--- src/rtl/fetch_ctrl.sv ---
// Instruction fetch controller: drives instr_mem from the pc, registers the fetched
// word toward decode with valid/ready flow control, branch redirect and halt handling.
module fetch_ctrl #(
    parameter int unsigned           PC_W     = 8,
    parameter int unsigned           INSTR_W  = 16,
    parameter logic [PC_W-1:0]       RESET_PC = '0,
    parameter logic [3:0]            HALT_OP  = 4'hF
) (
    input  logic               clk,
    input  logic               rst,
    output logic [PC_W-1:0]    imem_addr,
    input  logic [INSTR_W-1:0] imem_data,
    input  logic               redirect_valid,
    input  logic [PC_W-1:0]    redirect_pc,
    input  logic               id_ready,
    output logic               id_valid,
    output logic [INSTR_W-1:0] id_instr,
    output logic [PC_W-1:0]    id_pc,
    output logic               halted,
    output logic [15:0]        fetch_cnt,
    output logic [15:0]        stall_cnt
);

    typedef enum logic {
        S_RUN,
        S_HALT
    } state_t;

    state_t             r_state;
    state_t             w_state_nxt;
    logic [PC_W-1:0]    r_pc;
    logic [PC_W-1:0]    w_pc_nxt;
    logic               r_id_valid;
    logic               w_id_valid_nxt;
    logic [INSTR_W-1:0] r_id_instr;
    logic [INSTR_W-1:0] w_id_instr_nxt;
    logic [PC_W-1:0]    r_id_pc;
    logic [PC_W-1:0]    w_id_pc_nxt;
    logic [15:0]        r_fetch_cnt;
    logic [15:0]        r_stall_cnt;

    logic w_slot_free;
    logic w_is_halt;
    logic w_accept;
    logic w_stall;

    assign w_slot_free = ~r_id_valid | id_ready;
    assign w_is_halt   = (imem_data[INSTR_W-1 -: 4] == HALT_OP);
    assign w_accept    = r_id_valid & id_ready;
    assign w_stall     = r_id_valid & ~id_ready;

    always_ff @(posedge clk or posedge rst) begin
        if (rst) begin
            r_state    <= S_RUN;
            r_pc       <= RESET_PC;
            r_id_valid <= 1'b0;
            r_id_instr <= '0;
            r_id_pc    <= '0;
        end else begin
            r_state    <= w_state_nxt;
            r_pc       <= w_pc_nxt;
            r_id_valid <= w_id_valid_nxt;
            r_id_instr <= w_id_instr_nxt;
            r_id_pc    <= w_id_pc_nxt;
        end
    end

    // Redirect wins over everything; the word fetched at the old pc is dropped.
    always_comb begin
        w_state_nxt    = r_state;
        w_pc_nxt       = r_pc;
        w_id_valid_nxt = r_id_valid;
        w_id_instr_nxt = r_id_instr;
        w_id_pc_nxt    = r_id_pc;
        if (redirect_valid) begin
            w_state_nxt    = S_RUN;
            w_pc_nxt       = redirect_pc;
            w_id_valid_nxt = 1'b0;
        end else begin
            unique case (r_state)
                S_RUN: begin
                    if (w_slot_free) begin
                        w_id_instr_nxt = imem_data;
                        w_id_pc_nxt    = r_pc;
                        w_id_valid_nxt = 1'b1;
                        if (w_is_halt) begin
                            w_state_nxt = S_HALT;
                        end else begin
                            w_pc_nxt = r_pc + PC_W'(1);
                        end
                    end
                end
                S_HALT: begin
                    if (id_ready) begin
                        w_id_valid_nxt = 1'b0;
                    end
                end
                default: begin
                    w_state_nxt = S_RUN;
                end
            endcase
        end
    end

    always_ff @(posedge clk or posedge rst) begin
        if (rst) begin
            r_fetch_cnt <= '0;
            r_stall_cnt <= '0;
        end else begin
            if (w_accept && (r_fetch_cnt != '1)) begin
                r_fetch_cnt <= r_fetch_cnt + 16'd1;
            end
            if (w_stall && (r_stall_cnt != '1)) begin
                r_stall_cnt <= r_stall_cnt + 16'd1;
            end
        end
    end

    assign imem_addr = r_pc;
    assign id_valid  = r_id_valid;
    assign id_instr  = r_id_instr;
    assign id_pc     = r_id_pc;
    assign halted    = (r_state == S_HALT);
    assign fetch_cnt = r_fetch_cnt;
    assign stall_cnt = r_stall_cnt;

endmodule

--- config.mk ---
export PLATFORM = sky130hd
export DESIGN_NAME = fetch_ctrl
export DESIGN_NICKNAME = d
export VERILOG_FILES = /design/src/rtl/fetch_ctrl.sv
export SDC_FILE = /design/constraint.sdc
export NUM_CORES = 1
export LEC_CHECK = 0
export CAP_MARGIN = 20
export CORE_MARGIN = 4
export CORE_UTILIZATION = 30
export DETAILED_ROUTE_END_ITERATION = 8
export DONT_BUFFER_PORTS = 1
export PLACE_DENSITY = 0.43
export REMOVE_ABC_BUFFERS = 1
export SLEW_MARGIN = 40
export SYNTH_ARGS = -nofsm -noshare
export SYNTH_HDL_FRONTEND = slang
export SYNTH_SLANG_ARGS = --single-unit
--- constraint.sdc ---
create_clock -name clk -period 4.9 [get_ports clk]
set_input_delay 0.98 -clock clk [delete_from_list [all_inputs] [get_ports clk]]
set_output_delay 0.98 -clock clk [all_outputs]
set_load 0.005 [all_outputs]
==> results.yml, run 1 <==
run_status:
  outcome: "finished, final reports clean"
synth:
  synthesis.area_um2: 3100
  synth_cell_types: 43
  yosysTopAreaCellShare_pct: 53.2
  synth_commonest_cells: "66 x dfrtp_1, 29 x mux2_2, 21 x nand2_1, 15 x nor2_1, 15 x xor2_1"
  synth_edf_count: 0
  syn-instance-count: 269
  ys.warnings.count: 0
  yosysMostFrequentCell: "dfrtp_1"
  synth-main-ff-cell: "dfrtp_1"
  synth.avg_cell_area_um2: 11.5
  netlist_top_cells_area: "dfrtp_1 53%, mux2_2 11%, xor2_1 4.2%"
  ys_seq_area_share_pct: 53.2
  ys_seq_elements: 66
  synth-async-reset-ratio_pct: 100
  synth_top_area_cell: "dfrtp_1"
global_route:
  grt_antenna_before_repair: 0
  grt_overflow: 0
  grt_max_degree: 43
  grt_pass1_vias: 2152
  grt.total_usage_pct: 12.2
  grt_first_pass_wirelength_um: 11300
power:
  leakagePower_nw: 1.53
  p_total_mw: 1.53
  power_per_cell_area_nw_per_um2: 438
  peakVddDrop_v: 0.000159
cts:
  insertion_delay_ps: 340
  cts_setup_buffers: 0
  numCtsBuffers: 9
  postCtsHoldBufs: 0
  htreeDepth: 3
  cts_tree: "yes"
  clk_pin_slew_ps: 80
  cts-root-buf: "clkbuf_8"
  post_cts_resized: 0
  cts_num_sinks: 66
  clockBufferDepth: 2
placed_design:
  dp_hpwl_um: 4900
  gp_congestion: 0.741
  port_buffers: 0
  dpl_cell_area_um2: 3240
layout:
  n_antenna_cell: 0
  n_fill_cell: 1025
  area_growth_pct: 12.4
  drive_above_1_share_pct: 21.6
  fin_area_um2: 3490
  finalNetCount: 304
  post-route-util_pct: 35.2
setup_path:
  critPathArrivalTime_ps: 2150
  crit_chain: "nor2b_1 > nor3_4 > and3_1 > a221o_1"
  cp-start-kind: "primary input"
  worstPathMaxFanout: 8
  path_buf_inv: 0
  worstSetupPathType: "primary input to flop"
  r2r_cells: 4
  r2r_end: "stall_cnt[1]"
  slowest_stage: "nor2b_1"
  startpoint: "id_ready"
  rr_startpoint: "stall_cnt[3]"
  ff2ff_setup_slack_ps: 3010
  endpoint_kind: "flop"
  max_stage_delay_ps: 530
  cp_top_family: "simple AND/OR/NAND/NOR gates"
  crit_required_ps: 5120
job:
  maxCapViolations: 0
sta:
  rsz0062_at_grt: "false"
  fin_crit_sh_pct: 39.4
  finalSetupViolCount: 0
  period_minus_slack_ps: 1930
  finalMaxSlewViolations: 0
  hold_viol: 0
  skew_ps: 7.68
  max_freq_mhz: 518
  tightest_slew_ps: 703
  fin_tns_setup_ps: 0
  slew_headroom_pct: 53.1
routing:
  drcViolationCount: 0
  vias: 2017
  dr.pass1.iters: 4
  drtIter0Drc: 58
  via_per_inst: 4.91
  ant_nets: 0
  wl_per_cell_um: 17.1
  drt_wl_total_um: 7020
floorplan:
  initial_core_util_pct: 31.3
  coreArea_um2: 9910
  pin_count: 94
  rows: 36
  dieArea_um2: 12000
  die_h_um: 110
  die_w_um: 110
hold_path:
  hp-class: "primary input to asynchronous set/reset pin"
## per-layer routing
metal / track usage (%) / up-vias / routed length [um]
li1: - / 985 / -
met1: 14.7 / 960 / 3000
met2: 19.2 / 66 / 3340
met3: 5.87 / 6 / 607
met4: 4.01 / 0 / 68
met5: 0 / - / 0
## worst register-to-register path, delay by kind of cell, from the launching register on
kind	cells	cell delay, ps
AOI/OAI and AO/OA	1	180
muxes	1	300
and+or+nand+nor	2	790
DFF	1	500
## worst max-delay path by stage
stage	to	slack, ps	cells after the start
6_report	imem_addr[7]	2970	4
5_1_grt	stall_cnt[1]	2870	5
4_1_cts	halted	2940	0
3_5_place_dp	imem_addr[7]	2610	4
3_3_place_gp	imem_addr[7]	2670	4
2_1_floorplan	fetch_cnt[0]	2270	1
## cells by family (layout without fill, tap and decap cells)
logic type / Yosys count / in the layout / synth area share [%]
muxes: 33 / 33 / 12.0
adders and majority gates: 3 / 3 / 1.21
DFF: 66 / 66 / 53.2
AOI/OAI and AO/OA: 33 / 33 / 6.45
and+or+nand+nor: 99 / 99 / 19.3
buffers and inverters: 15 / 24 / 2.22
xor gates and xnor gates: 20 / 20 / 5.64
## per-stage QoR
stage,cells,hold WS (ps),worst slack [ps]
after global placement,395,528,2670
after CTS,411,552,2940
final,411,546,2970
after floorplan,260,496,2270
after global routing,411,563,2870
after detailed placement,395,531,2610
## flip-flops by register name, indices dropped and copies added (netlist names)
signal / count
fetch_cnt: 16
id_instr: 16
stall_cnt: 16
id_pc: 8
imem_addr: 8
halted: 1
id_valid: 1
## layout make-up
class | count | area (um2) | area share (%)
multi-input cells | 188 | 1380 | 39.7
flip-flops and latches | 66 | 1650 | 47.3
clock inverters | 7 | 125 | 3.59
well taps | 133 | 166 | 4.77
repair buffers | 2 | 15.0 | 0.430
clock buffers | 9 | 124 | 3.55
inverters | 6 | 22.5 | 0.646
## power by group
group | switching [mW] | internal [mW] | total, mW
logic | 0.0854 | 0.0970 | 0.182
clock network | 0.232 | 0.343 | 0.576
registers | 0.133 | 0.637 | 0.770
total | 0.450 | 1.08 | 1.53
## layout by cell type, fill, tap and decap left out, drive strengths merged, types with 6 or more instances in the layout
master and instances:
nand2 21, clkbuf 9, dfrtp 66, xor2 15
o21ai 9, nor2 16, nor4 6, nand4 10
inv 8, mux2 30, nand3 13, nor3 7
a21oi 12
Note: power is estimated with default switching activity, not from simulation.
==> inputs of run 2 (changes only) <==
clock period = 1.9 ns   (was 4.9 ns; I/O delays follow)
==> results.yml, run 2 (synthesis results as in run 1) <==
power:
  p_sw_mw: 1.13
  leakagePower_nw: 1.62
  p_sw_share_pct: 29.3
  power_per_cell_area_nw_per_um2: 1070
  clkPwrFrac_pct: 34.5
  pwr-share-seq_pct: 49.6
  peakVddDrop_v: 0.000477
  p_comb_share_pct: 15.9
  p_int_mw: 2.74
layout:
  drive_above_1_share_pct: 25.9
  layout_common_cells: "66 x dfrtp_1, 29 x mux2_2, 21 x nand2_1"
  final_common_cell: "dfrtp_1"
  finalNetCount: 323
  fin_area_um2: 3620
  n_antenna_cell: 0
  area_growth_pct: 16.5
  post-route-util_pct: 36.5
routing:
  wl_per_cell_um: 16.4
  ant_nets: 0
  drt_wl_total_um: 7040
  via_per_inst: 5.03
  vias: 2161
  drtIter0Drc: 82
  dr.pass1.iters: 5
  drcViolationCount: 0
cts:
  clk_pin_slew_ps: 80
  clockBufferDepth: 2
  cts_setup_buffers: 0
  htreeDepth: 3
  insertion_delay_ps: 340
  postCtsHoldBufs: 1
  cts_tree: "yes"
  post_cts_resized: 0
  cts_num_sinks: 66
  cts-root-buf: "clkbuf_8"
  numCtsBuffers: 9
setup_path:
  cp-start-kind: "flop"
  crit_chain: "and3_1 > and3_1 > a21oi_1 > mux2_2"
  endpoint: "stall_cnt[1]"
  r2r_cells: 4
  startpoint: "stall_cnt[10]"
  crit_top_cell: "and3_1"
  max_stage_delay_ps: 440
  critPathArrivalTime_ps: 2000
  worstSetupPathType: "flop to flop"
  ff2ff_setup_slack_ps: 120
  slowest_stage: "dfrtp_1"
  rr_startpoint: "stall_cnt[10]"
  r2r_end: "stall_cnt[1]"
  crit_required_ps: 2120
  endpoint_kind: "flop"
  worstPathMaxFanout: 12
run_status:
  outcome: "finished, final reports clean"
sta:
  finalMaxSlewViolations: 0
  fin_crit_sh_pct: 93.6
  rsz0062_at_grt: "false"
  skew_ps: 11.0
  fin_tns_setup_ps: 0
  max_freq_mhz: 562
  finalSetupViolCount: 0
  hold_viol: 0
  period_minus_slack_ps: 1780
  setup_slack_ps: 121
  slew_headroom_pct: 51.9
  whs_ps: 98.7
  tightest_slew_ps: 720
global_route:
  grt_pass1_vias: 2227
  grt_antenna_before_repair: 0
  grt_overflow: 0
  grt.total_usage_pct: 12.2
  grt_first_pass_wirelength_um: 11300
  grt_max_degree: 67
placed_design:
  gp_congestion: 0.772
  port_buffers: 0
  dpl_cell_area_um2: 3390
  dp_hpwl_um: 5020
  pre_cts_ws_ps: 147
hold_path:
  hp-class: "primary input to flop"
floorplan:
  coreArea_um2: 9910
  initial_core_util_pct: 31.3
  pin_count: 94
  rows: 36
  dieArea_um2: 12000
  die_h_um: 110
  die_w_um: 110
job:
  maxCapViolations: 0
==> run 2: cell types whose count changed in the layout (fill, tap and decap cells not counted), sizes merged <==
| cell | change |
|---|---|
| clkbuf | +2 |
| inv | -2 |
| bufinv | -1 |
| buf | +18 |
| clkinvlp | +1 |
| dlygate4sd3 | +1 |
==> run 2: worst max-delay path, delay by kind of cell (launching register included) <==
family / cells / cell delay [ps]
multiplexers: 1 / 360
AO/OA/AOI/OAI: 1 / 290
AND/OR/NAND/NOR: 2 / 560
flip-flops: 1 / 440
==> run 2: final cells by class <==
cell class	instances	area (um2)
Timing Repair Buffer	21	173
Sequential cell	66	1650
Tap cell	133	166
Clock buffer	11	141
Multi-Input combinational cell	188	1380
Fill cell	1015	6290
Inverter	6	22.5
Clock inverter	5	77.6
==> run 2: stage by stage <==
step	power (mW)	std cells
after global routing	4.10	430
after global placement	2.58	413
after floorplan	2.31	260
final	3.87	430
after detailed placement	2.58	413
after CTS	3.96	430
==> run 2: layer usage <==
metal / vias to the layer above / global-route usage [%] / part of all wire (%)
met5: - / 0 / 0
met4: 0 / 3.47 / 0.94
met3: 7 / 5.87 / 8.6
met2: 66 / 18.5 / 47
met1: 1069 / 15.4 / 43
li1: 1019 / - / -
==> run 2: worst min-delay path by stage <==
stage	start	end	slack, ps	cells after the start
finish	redirect_valid	id_valid	100	1
global route	redirect_valid	id_valid	60	1
CTS	redirect_valid	id_valid	70	1
detailed placement	rst	stall_cnt[15]	380	2
global placement	rst	stall_cnt[13]	380	2
floorplan	redirect_valid	id_valid	440	1
==> run 2: power by group through the flow <==
stage	Clock (mW)	Combinational [mW]	Sequential (mW)
3_5_place_dp	0	0.629	1.95
4_1_cts	1.40	0.634	1.93
3_3_place_gp	0	0.621	1.96
6_report	1.33	0.617	1.92
2_1_floorplan	0	0.398	1.91
5_1_grt	1.44	0.694	1.96
==> inputs of run 3 (changes only) <==
RECOVER_POWER = 50   (was default)
==> results.yml, run 3 (synthesis results as in run 1) <==
run_status:
  outcome: "finished, final reports clean"
floorplan:
  rows: 36
  pin_count: 94
  dieArea_um2: 12000
  die_w_um: 110
  die_h_um: 110
  initial_core_util_pct: 31.3
  coreArea_um2: 9910
setup_path:
  worstSetupPathType: "flop to flop"
  crit_required_ps: 2120
  slowest_stage: "dfrtp_1"
  ff2ff_setup_slack_ps: 120
  crit_chain: "and3_1 > and3_1 > a21oi_1 > mux2_2"
  startpoint: "stall_cnt[10]"
  cp_top_family: "simple AND/OR/NAND/NOR gates"
  worstPathMaxFanout: 12
  path_buf_inv: 0
  crit_top_cell: "and3_1"
  max_stage_delay_ps: 440
  critPathArrivalTime_ps: 2000
  rr_startpoint: "stall_cnt[10]"
  endpoint_kind: "flop"
  cp-start-kind: "flop"
power:
  power_per_cell_area_nw_per_um2: 1070
  pwr-share-seq_pct: 49.5
  clkPwrFrac_pct: 34.6
  p_sw_mw: 1.13
  p_comb_share_pct: 15.8
  p_total_mw: 3.87
  p_sw_share_pct: 29.3
  p_int_mw: 2.73
  peakVddDrop_v: 0.000477
  leakagePower_nw: 1.61
layout:
  finalNetCount: 323
  final_common_cell: "dfrtp_1"
  regArea_um2: 1650
  n_fill_cell: 1017
  area_growth_pct: 16.1
  layout_common_cells: "66 x dfrtp_1, 29 x mux2_2, 21 x nand2_1"
  drive_above_1_share_pct: 25.6
  n_antenna_cell: 0
  fin_area_um2: 3600
  multi_input_area_um2: 1380
sta:
  slew_headroom_pct: 39.9
  finalMaxSlewViolations: 0
  finalSetupViolCount: 0
  fin_crit_sh_pct: 93.5
  skew_ps: 9.66
  period_minus_slack_ps: 1780
  tightest_slew_ps: 902
  setup_slack_ps: 124
  max_freq_mhz: 563
  rsz0062_at_grt: "false"
  hold_viol: 0
placed_design:
  port_buffers: 0
  dpl_cell_area_um2: 3390
  pre_cts_ws_ps: 147
  dp_hpwl_um: 5020
  gp_congestion: 0.772
global_route:
  grt_pass1_vias: 2227
  grt_first_pass_wirelength_um: 11300
  grt_antenna_before_repair: 0
  grt_max_degree: 67
  grt.total_usage_pct: 12.2
  grt_overflow: 0
cts:
  cts-root-buf: "clkbuf_8"
  cts_tree: "yes"
  insertion_delay_ps: 340
  post_cts_resized: 0
  clk_pin_slew_ps: 80
  clockBufferDepth: 2
  cts_num_sinks: 66
  cts_setup_buffers: 0
  numCtsBuffers: 9
  htreeDepth: 3
routing:
  highest_layer: "met4"
  vias: 2149
  drtIter0Drc: 77
  met2_length_um: 3310
  drt_wl_total_um: 7050
  ant_nets: 0
  dr.pass1.iters: 5
  wl_met3_um: 605
  wl_per_cell_um: 16.4
  via_per_inst: 5.00
  drcViolationCount: 0
  wl_met1_um: 3060
hold_path:
  hold_start: "redirect_valid"
  hp-class: "primary input to flop"
job:
  maxCapViolations: 0
[run 3: power by group through the flow]
stage / sequential, mW / clock [mW] / combinational [mW]
after floorplan: 1.91 / 0 / 0.398
after CTS: 1.93 / 1.40 / 0.634
after global placement: 1.96 / 0 / 0.621
final: 1.92 / 1.34 / 0.612
after global routing: 1.96 / 1.44 / 0.690
after detailed placement: 1.95 / 0 / 0.629
[run 3: through the flow]
stage / hold slack, ps / instances / utilization [%] / setup TNS, ps
detailed placement: 384 / 413 / 34.2 / 0
global placement: 380 / 413 / 34.2 / 0
global route: 62.1 / 430 / 36.4 / 0
floorplan: 443 / 260 / - / -8900
finish: 98.5 / 430 / 36.4 / 0
CTS: 66.5 / 430 / 36.5 / 0
[run 3: cell type report]
type / instances / area share (%)
timing repair buffer: 21 / 4.44
sequential: 66 / 45.8
clock inverter: 5 / 2.15
multi-input combinational: 188 / 38.4
tap: 133 / 4.62
clock buffer: 11 / 3.92
inverter: 6 / 0.625
[run 3: path summary, 6_finish.rpt]
| check | cells past startpoint | endpoint |
|---|---|---|
| max in group asynchronous | 3 | imem_addr[4] |
| setup reg to reg | 4 | stall_cnt[1] |
| hold reg to reg | 1 | fetch_cnt[15] |
| setup / recovery | 4 | stall_cnt[1] |
| min in group asynchronous | 3 | stall_cnt[14] |
| hold / removal | 1 | id_valid |
[run 3: routing by layer]
metal | global-route usage, % | up-vias
met5 | 0 | -
met4 | 3.47 | 0
met3 | 5.87 | 7
met2 | 18.5 | 66
met1 | 15.4 | 1056
li1 | - | 1020
[run 3: timing repair]
item / 4_1_cts / 5_1_grt
endpoints found under the hold margin: 10 / 0
hold buffers: 1 / 0
setup endpoints to repair: 0 / 0
